**src/rtl/stats_log_pkg.sv**
```systemverilog
// Shared definitions for the stats log requester: NoC widths,
// log request encodings, request flit layout and meta-response offsets.
package stats_log_pkg;

    localparam int NOC_DATA_WIDTH        = 64;
    localparam int STATS_DEPTH_LOG2      = 4;
    localparam int RS_ENC_STATS_STRUCT_W = 32;

    localparam int XY_W             = 8;
    localparam int MSG_TYPE_W       = 8;
    localparam int LOG_ADDR_FIELD_W = 16;
    localparam int LOG_PAD_W        = NOC_DATA_WIDTH - 4 * XY_W
                                      - MSG_TYPE_W - LOG_ADDR_FIELD_W;

    localparam logic [MSG_TYPE_W-1:0] LOG_META_REQ = 8'd20;
    localparam logic [MSG_TYPE_W-1:0] LOG_RD_REQ   = 8'd21;

    // Meta data flit: write pointer in the low bits, wrap flag just above.
    localparam int META_WR_ADDR_LSB = 0;

    function automatic int meta_wrapped_bit(input int addr_w);
        return META_WR_ADDR_LSB + addr_w;
    endfunction

    // Fields listed MSB first; the address is zero-extended into its field.
    typedef struct packed {
        logic [XY_W-1:0]             dst_x;
        logic [XY_W-1:0]             dst_y;
        logic [XY_W-1:0]             src_x;
        logic [XY_W-1:0]             src_y;
        logic [MSG_TYPE_W-1:0]       msg_type;
        logic [LOG_ADDR_FIELD_W-1:0] addr;
        logic [LOG_PAD_W-1:0]        pad;
    } log_req_flit_t;

    typedef enum logic [3:0] {
        IDLE,
        META_REQ,
        META_HDR,
        META_DATA,
        RD_REQ,
        RD_HDR,
        RD_DATA,
        OUT,
        DONE
    } log_req_state_e;

endpackage

```
**src/rtl/log_req_flit_gen.sv**
```systemverilog
// Combinational request flit builder: message type + log address -> flit.
// Ports: i_msg_type, i_addr in; o_flit (NOC_DATA_WIDTH) out.
module log_req_flit_gen
    import stats_log_pkg::*;
#(
    parameter int SRC_X  = -1,
    parameter int SRC_Y  = -1,
    parameter int DST_X  = -1,
    parameter int DST_Y  = -1,
    parameter int ADDR_W = STATS_DEPTH_LOG2
) (
    input  logic [MSG_TYPE_W-1:0]     i_msg_type,
    input  logic [ADDR_W-1:0]         i_addr,
    output logic [NOC_DATA_WIDTH-1:0] o_flit
);

    log_req_flit_t w_flit;

    always_comb begin
        w_flit          = '0;
        w_flit.dst_x    = XY_W'(DST_X);
        w_flit.dst_y    = XY_W'(DST_Y);
        w_flit.src_x    = XY_W'(SRC_X);
        w_flit.src_y    = XY_W'(SRC_Y);
        w_flit.msg_type = i_msg_type;
        w_flit.addr     = LOG_ADDR_FIELD_W'(i_addr);
    end

    assign o_flit = w_flit;

endmodule

```
**src/rtl/stats_log_requester.sv**
```systemverilog
// Dumps a remote stats log over the NoC: fetches the log metadata, then
// reads entries oldest first, one request outstanding at a time.
// Ports: clk, rst_n; start_val/rdy; NoC request (val/data/rdy);
// NoC response (val/data/rdy); entry_val/data/last/rdy; dump_done.
module stats_log_requester
    import stats_log_pkg::*;
#(
    parameter int SRC_X   = -1,
    parameter int SRC_Y   = -1,
    parameter int DST_X   = -1,
    parameter int DST_Y   = -1,
    parameter int ADDR_W  = STATS_DEPTH_LOG2,
    parameter int ENTRY_W = RS_ENC_STATS_STRUCT_W
) (
    input  logic                      clk,
    input  logic                      rst_n,
    input  logic                      start_val,
    output logic                      start_rdy,
    output logic                      req_noc0_vrtoc_val,
    output logic [NOC_DATA_WIDTH-1:0] req_noc0_vrtoc_data,
    input  logic                      noc0_vrtoc_req_rdy,
    input  logic                      noc0_ctovr_resp_val,
    input  logic [NOC_DATA_WIDTH-1:0] noc0_ctovr_resp_data,
    output logic                      resp_noc0_ctovr_rdy,
    output logic                      entry_val,
    output logic [ENTRY_W-1:0]        entry_data,
    output logic                      entry_last,
    input  logic                      entry_rdy,
    output logic                      dump_done
);

    localparam int               LP_WRAP_BIT = meta_wrapped_bit(ADDR_W);
    localparam logic [ADDR_W:0]  LP_FULL     = {1'b1, {ADDR_W{1'b0}}};
    localparam logic [ADDR_W:0]  LP_ONE      = (ADDR_W+1)'(1);

    log_req_state_e r_state;
    log_req_state_e w_next;

    logic [ADDR_W-1:0]         r_base;
    logic [ADDR_W:0]           r_count;
    logic [ADDR_W:0]           r_idx;
    logic [ENTRY_W-1:0]        r_entry;

    logic [MSG_TYPE_W-1:0]     w_msg_type;
    logic [ADDR_W-1:0]         w_req_addr;
    logic [ADDR_W-1:0]         w_rd_addr;
    logic [NOC_DATA_WIDTH-1:0] w_flit;
    logic [ADDR_W-1:0]         w_meta_wr_addr;
    logic                      w_meta_wrapped;
    logic [ADDR_W:0]           w_meta_count;
    logic [ADDR_W-1:0]         w_meta_base;
    logic                      w_last;
    logic                      w_unused_resp;

    assign w_meta_wr_addr =
        noc0_ctovr_resp_data[META_WR_ADDR_LSB +: ADDR_W];
    assign w_meta_wrapped = noc0_ctovr_resp_data[LP_WRAP_BIT];

    // A wrapped log is full: start at the write pointer, read every slot.
    assign w_meta_count = w_meta_wrapped ? LP_FULL
                                         : {1'b0, w_meta_wr_addr};
    assign w_meta_base  = w_meta_wrapped ? w_meta_wr_addr : '0;

    // Truncation to ADDR_W bits gives the modulo wrap of the ring.
    assign w_rd_addr = r_base + r_idx[ADDR_W-1:0];
    assign w_last    = (r_idx == r_count - LP_ONE);

    assign w_unused_resp = ^noc0_ctovr_resp_data;

    log_req_flit_gen #(
        .SRC_X  (SRC_X),
        .SRC_Y  (SRC_Y),
        .DST_X  (DST_X),
        .DST_Y  (DST_Y),
        .ADDR_W (ADDR_W)
    ) u_flit_gen (
        .i_msg_type (w_msg_type),
        .i_addr     (w_req_addr),
        .o_flit     (w_flit)
    );

    always_comb begin
        w_next              = r_state;
        start_rdy           = 1'b0;
        req_noc0_vrtoc_val  = 1'b0;
        w_msg_type          = LOG_RD_REQ;
        w_req_addr          = w_rd_addr;
        resp_noc0_ctovr_rdy = 1'b0;
        entry_val           = 1'b0;
        entry_last          = 1'b0;
        dump_done           = 1'b0;
        unique case (r_state)
            IDLE: begin
                start_rdy = 1'b1;
                if (start_val) w_next = META_REQ;
            end
            META_REQ: begin
                req_noc0_vrtoc_val = 1'b1;
                w_msg_type         = LOG_META_REQ;
                w_req_addr         = '0;
                if (noc0_vrtoc_req_rdy) w_next = META_HDR;
            end
            META_HDR: begin
                resp_noc0_ctovr_rdy = 1'b1;
                if (noc0_ctovr_resp_val) w_next = META_DATA;
            end
            META_DATA: begin
                resp_noc0_ctovr_rdy = 1'b1;
                if (noc0_ctovr_resp_val) begin
                    w_next = (w_meta_count == '0) ? DONE : RD_REQ;
                end
            end
            RD_REQ: begin
                req_noc0_vrtoc_val = 1'b1;
                if (noc0_vrtoc_req_rdy) w_next = RD_HDR;
            end
            RD_HDR: begin
                resp_noc0_ctovr_rdy = 1'b1;
                if (noc0_ctovr_resp_val) w_next = RD_DATA;
            end
            RD_DATA: begin
                resp_noc0_ctovr_rdy = 1'b1;
                if (noc0_ctovr_resp_val) w_next = OUT;
            end
            OUT: begin
                entry_val  = 1'b1;
                entry_last = w_last;
                if (entry_rdy) w_next = w_last ? DONE : RD_REQ;
            end
            DONE: begin
                dump_done = 1'b1;
                w_next    = IDLE;
            end
            default: w_next = IDLE;
        endcase
    end

    // Flit is only driven while a request is offered.
    assign req_noc0_vrtoc_data = req_noc0_vrtoc_val ? w_flit : '0;
    assign entry_data          = r_entry;

    always_ff @(posedge clk) begin
        if (!rst_n) begin
            r_state <= IDLE;
            r_base  <= '0;
            r_count <= '0;
            r_idx   <= '0;
            r_entry <= '0;
        end else begin
            r_state <= w_next;
            if (r_state == IDLE && start_val) begin
                r_idx <= '0;
            end
            if (r_state == META_DATA && noc0_ctovr_resp_val) begin
                r_base  <= w_meta_base;
                r_count <= w_meta_count;
            end
            if (r_state == RD_DATA && noc0_ctovr_resp_val) begin
                r_entry <= noc0_ctovr_resp_data[ENTRY_W-1:0];
            end
            if (r_state == OUT && entry_rdy) begin
                r_idx <= r_idx + LP_ONE;
            end
        end
    end

endmodule

```
**config.mk**
```make
export PLATFORM = sky130hd
export DESIGN_NAME = stats_log_requester
export DESIGN_NICKNAME = d
export VERILOG_FILES = /design/src/rtl/stats_log_pkg.sv /design/src/rtl/log_req_flit_gen.sv /design/src/rtl/stats_log_requester.sv
export SDC_FILE = /design/constraint.sdc
export NUM_CORES = 1
export LEC_CHECK = 0
export ABC_AREA = 1
export CORE_UTILIZATION = 31
export CTS_BUF_LIST = sky130_fd_sc_hd__clkbuf_2 sky130_fd_sc_hd__clkbuf_4 sky130_fd_sc_hd__clkbuf_8
export CTS_CLUSTER_SIZE = 8
export DETAILED_ROUTE_END_ITERATION = 8
export PLACE_DENSITY = 0.62
export SLEW_MARGIN = 20
export SYNTH_ARGS = -nofsm -noshare
export SYNTH_HDL_FRONTEND = slang
export SYNTH_HIERARCHICAL = 1
export SYNTH_SLANG_ARGS = --single-unit
```
**constraint.sdc**
```tcl
create_clock -name clk -period 2.4 [get_ports clk]
set_clock_uncertainty 0.05 [all_clocks]
set_input_delay 0.36 -clock clk [delete_from_list [all_inputs] [get_ports clk]]
set_output_delay 0.36 -clock clk [all_outputs]
set_load 0.01 [all_outputs]
```
---- Yosys cells after proc, flatten, opt, wreduce, memory -nomap -nowiden ----
Index checks and enable logic that the tools add are counted.
storage, ports and cells
  bits in registers ....................... 50
  input port bits ......................... 70
  output and inout port bits .............. 102
  logic and storage cells ................. 59
operators by class
  $add $sub $neg .......................... 3
  eq/ne operators ......................... 17
  mux-type cells .......................... 24
  reduce and logical (&&, ||, !) cells .... 10
operators by type and width
  operator               number
  $mux W64               1
  $mux W4                12
  $pmux W4 S8            1
  $eq A4 B3 Y1 const B   4
  $ne A2 B2 Y1 const B   8
  $mux W5                3
  $eq A4 B2 Y1 const B   2
  $reduce_and A8 Y1      1
  $mux W1                7
  $add A5 B1 Y5 const B  1
  $eq A5 B5 Y1           1
  $logic_not A5 Y1       1
  $sub A5 B1 Y5 const B  1
  $add A4 B4 Y4          1
  $eq A4 B1 Y1 const B   1
  $eq A4 B4 Y1 const B   1
  $logic_and A1 B1 Y1    4
  $logic_not A4 Y1       1
  $reduce_or A4 Y1       1
  $reduce_bool A2 Y1     1
  $reduce_or A2 Y1       1

---- Logic depth before layout (Yosys ltp) ----
  word-level depth ........................ 5
  gate-level depth with buffers ........... 12

---- Cells and area by module ----
The synthesis kept the hierarchy.
modules (own cells, without submodules)
  module               times used  cells each  area an instance (um^2)  sequential area each (um^2)
  stats_log_requester  1           468         2,971.6                  1,001.0
  log_req_flit_gen     1           66          488.0                    0.0

---- Worst setup path after synthesis ----
No wires, ideal clock.
  kind .................................... register to output
  from .................................... reg r_idx[0]
  to ...................................... out req_noc0_vrtoc_data[9]
  data arrival time ....................... 1.427 ns
  required time ........................... 1.990 ns
  slack ................................... 0.563 ns
  stages on the path, launching flop included .. 8
  path buffers ............................ 1
  cell sequence ........................... dfxtp_1 ha_1 fa_1 inv_1 nor2_1 buf_4 inv_1 nor2_1
on the way
  longest elaborated chain between the ends .. 3
ends and longest elaborated chain
  what                     RTL line                    source
  start, declared          stats_log_requester.sv:41   logic [ADDR_W:0] r_idx;
  start signal, assigned   stats_log_requester.sv:162  r_idx <= r_idx + LP_ONE;
  $add A4 B4 Y4            stats_log_requester.sv:65   assign w_rd_addr = r_base + r_idx[ADDR_W-1:0];
  $mux W4                  stats_log_requester.sv:92   unique case (r_state)
  named net w_req_addr[1]  stats_log_requester.sv:45   logic [ADDR_W-1:0] w_req_addr;
  $mux W64                 stats_log_requester.sv:139  assign req_noc0_vrtoc_data = req_noc0_vrtoc_val ? w_flit : '0;
  end, declared            stats_log_requester.sv:20   output logic [NOC_DATA_WIDTH-1:0] req_noc0_vrtoc_data,
The timed path passes the listed nets, and every way through them passes these cells.

---- Final worst setup path ----
  from .................................... reg r_state[3]
  to ...................................... out req_noc0_vrtoc_data[32]
on the way
  longest elaborated chain between the ends .. 4
  elaborated cells between the ends (all ways) .. 5
  those cells by class .................... eq/ne (2); mux (2); reduce/logical (1)
ends and longest elaborated chain
  what                                          RTL line                    source
  start, declared                               stats_log_requester.sv:36   log_req_state_e r_state;
  start signal, assigned                        stats_log_requester.sv:150  r_state <= w_next;
  $eq A4 B3 Y1 or $eq A4 B1 Y1 (tied branches)  stats_log_requester.sv:92
  $reduce_or A2 Y1 (no source line) *           --
  $mux W1 *                                     stats_log_requester.sv:92
  $mux W64 *                                    stats_log_requester.sv:139
Mark *: on every way between the ends. The rest lies on a longest branch, timed or not.

==> key figures <==
Die
  • Die area: 11600 um2
  • Core area: 10800 um2
  • Initial Util: 0.319
  • I/O pins: 172
  • Row cnt: 38
  • Die X: 108 um
  • Chip Height: 108 um

Pwr
  • Total power: 3.09 mW
  • Pwr dens: 662 nW/um2
  • Max rail drop VDD: 0.398 mV
  • Leakage: 2.83 nW

GRT
  • Antenna violations before repair: 0
  • Vias in the first global route: 2872
  • First-pass GRT wire length: 13000 um
  • Total GRT Usage: 0.141
  • Largest net degree at the start of global routing: 52
  • GR Overflow Total: 0

Layout
  • P&R area growth vs syn: 34.9%
  • Layout cells sized above 1: 0.107
  • Final #Nets: 718
  • N_diodes: 0
  • Final cell count without fillers: 783

Worst setup path
  • Critical path launch point: r_state[3]$_SDFFE_PN0P_
  • Worst reg-to-reg path cell count: 11
  • Crit. End Element: output port
  • Worst-path fanout max: 13
  • Critical Path End: req_noc0_vrtoc_data[32]
  • Crit Path Category: flip-flop to output port
  • Worst R2R End: r_state[3]$_SDFFE_PN0P_
  • Worst EP arrival: 1870 ps
  • CP Data Required Time: 1990 ps
  • Worst reg2reg startpoint: r_count[1]$_SDFFE_PN0P_
  • Flop-to-flop setup slack: 810 ps
  • CP Launch Type: flip-flop

Routing
  • DR DRC count: 0
  • Drt pass-1 iters: 4
  • Drt total wl: 8310 um
  • Starting DRT DRC Count: 81
  • Routed WL per cell: 10.6 um
  • Final ANT Viol Nets: 0
  • Vias per cell: 4.00
  • Routed via count: 3131

Place
  • I/O Buffers: 114
  • Detail Placement HPWL: 6170 um
  • Placed cells: 772
  • Gpl congestion: 0.820

Timing
  • Setup TNS: 0 ps
  • Max Freq: 439 MHz
  • Final hold vios: 0
  • Finish-stage setup viols: 0
  • Actual slew at the worst max-slew pin: 586 ps
  • Hold WS: 440 ps
  • Worst relative slew slack: 0.609
  • Final period util: 0.949
  • Pins over their slew limit: 0
  • RSZ-0062 raised after global routing: false
  • Minimum clock period: 2280 ps

Synthesis
  • Ranking of synthesized cells by area: dfxtp_1 29%, nor2_1 14%, buf_4 14%
  • Area of the mapped netlist: 3460 um2
  • Post-synth cell types: 36
  • Synth Warn #: 6
  • Synth area leader: dfxtp_1
  • Sequential-to-total area share from yosys stat: 0.289
  • Yosys top cell area share: 0.289
  • Synthesized area per cell: 6.48 um2
  • Seq cells post-synth: 50
  • Syn Inst Count: 534

Clock network
  • Max Buffers Root-to-Sink: 2
  • CTS Buf Count: 5
  • TritonCTS clock tree: done
  • H-tree depth: 2
  • CTS root buf: clkbuf_8
  • Clk pin slew, worst setup/hold paths: 100 ps
  • Worst-Skew Late Latency: 310 ps
  • Clock sinks: 50

Min path
  • Worst Hold Class: flip-flop to flip-flop
  • Worst Hold Path Cells: 2
  • HP Start: r_count[4]$_SDFFE_PN0P_

Run status
  • Outcome: completed

Run
  • Max-cap violations: 0
critical path: stages (launching register included):
cell and delay, ps:
dfxtp_2 370, inv_2 80, nand2_1 90, nor2_4 130, inv_2 70, nand2_8 120, inv_6 70, nor2_1 90
clkdlybuf4s50_1 530
flip-flops by register name, indices dropped and copies added (netlist names):
register / cells
entry_data: 32
r_base: 4
r_count: 5
r_idx: 5
r_state: 4
report_power, final:
part | internal (mW) | switching, mW | leakage, nW | total, mW
clock | 0.217 | 0.316 | 0.0502 | 0.533
combinational | 0.685 | 0.966 | 2.38 | 1.65
sequential | 0.865 | 0.0412 | 0.406 | 0.906
total | 1.77 | 1.32 | 2.83 | 3.09
per-stage QoR:
stage          worst slack (ps)   util  instance area (um2)
2_1_floorplan               563      -                 3670
6_report                    122  0.431                 4670
3_5_place_dp                101  0.410                 4440
3_3_place_gp                116  0.410                 4440
4_1_cts                    9.92  0.420                 4560
5_1_grt                    10.5  0.431                 4670
synth_stat cells, drive strengths merged:
master    n
nand4     2
clkbuf    5
nor3      1
dfxtp    50
o31ai     1
xor2      2
a221oi    1
clkinv    1
or2       1
buf      76
conb      4
a211oi    4
o22ai     1
nor4      1
a21oi    23
nor2    148
xnor2     1
fa        1
ha        5
o21ai    40
nand2    53
inv      98
nand3    13
o21a      1
a21o      1
layout make-up:
class,instances,area (um2)
fillers,1153,6170
multi-input cells,359,1700
repair buffers,125,1280
flip-flops and latches,50,1010
inverters,99,385
well taps,140,175
clock buffers,5,68.8
clock inverters,3,28.8
repair inverters,2,17.5
layout by cell type, fill, tap and decap left out, types with 3 or more instances in the layout:
cell type | Yosys | layout
ha_1 | 5 | 5
a21oi_1 | 22 | 22
clkdlybuf4s50_1 | 0 | 78
nand2_1 | 45 | 44
nand2_2 | 6 | 6
o21ai_0 | 36 | 36
nor2_1 | 129 | 128
nor2_2 | 16 | 16
nand3_1 | 13 | 13
clkbuf_2 | 0 | 4
dfxtp_1 | 50 | 45
nor2_4 | 2 | 3
clkbuf_8 | 0 | 5
a211oi_1 | 4 | 4
dfxtp_2 | 0 | 4
dlymetal6s2s_1 | 0 | 32
buf_4 | 64 | 11
inv_2 | 5 | 5
o21ai_1 | 4 | 4
conb_1 | 4 | 59
inv_1 | 92 | 92
metal layers:
metal  vias to the layer above  global-route usage  wire (um)
li1                       1689                   -          -
met1                      1313               0.170       3720
met5                         -                   0          0
met2                       123               0.227       3520
met3                         6              0.0617        980
met4                         0              0.0382         83
repair_timing:
action                                  in CTS  in global routing
hold buffers                                 0                  0
cloned                                       0                  2
pin swaps                                    1                  1
gates resized for setup                     11                 47
endpoints found under the setup margin      40                 40
buffers inserted                             1                  0
worst min path at each step:
| stage | to | slack, ps |
|---|---|---|
| 2_1_floorplan | r_base[0]$_SDFFE_PN0P_ | 400 |
| 4_1_cts | r_count[4]$_SDFFE_PN0P_ | 440 |
| 3_5_place_dp | r_count[4]$_SDFFE_PN0P_ | 430 |
| 3_3_place_gp | r_count[4]$_SDFFE_PN0P_ | 430 |
| 6_report | r_count[4]$_SDFFE_PN0P_ | 440 |
| 5_1_grt | r_count[4]$_SDFFE_PN0P_ | 470 |
cell families after synthesis:
group           Yosys count  share of synthesized area
other cells               4                    0.00434
flops                    50                      0.289
buf+inv                 180                      0.286
compound gates           72                      0.114
simple gates            219                      0.275
fa+ha+maj                 6                     0.0239
xor+xnor                  3                    0.00760
No activity file was read; power rests on OpenSTA's default activity.
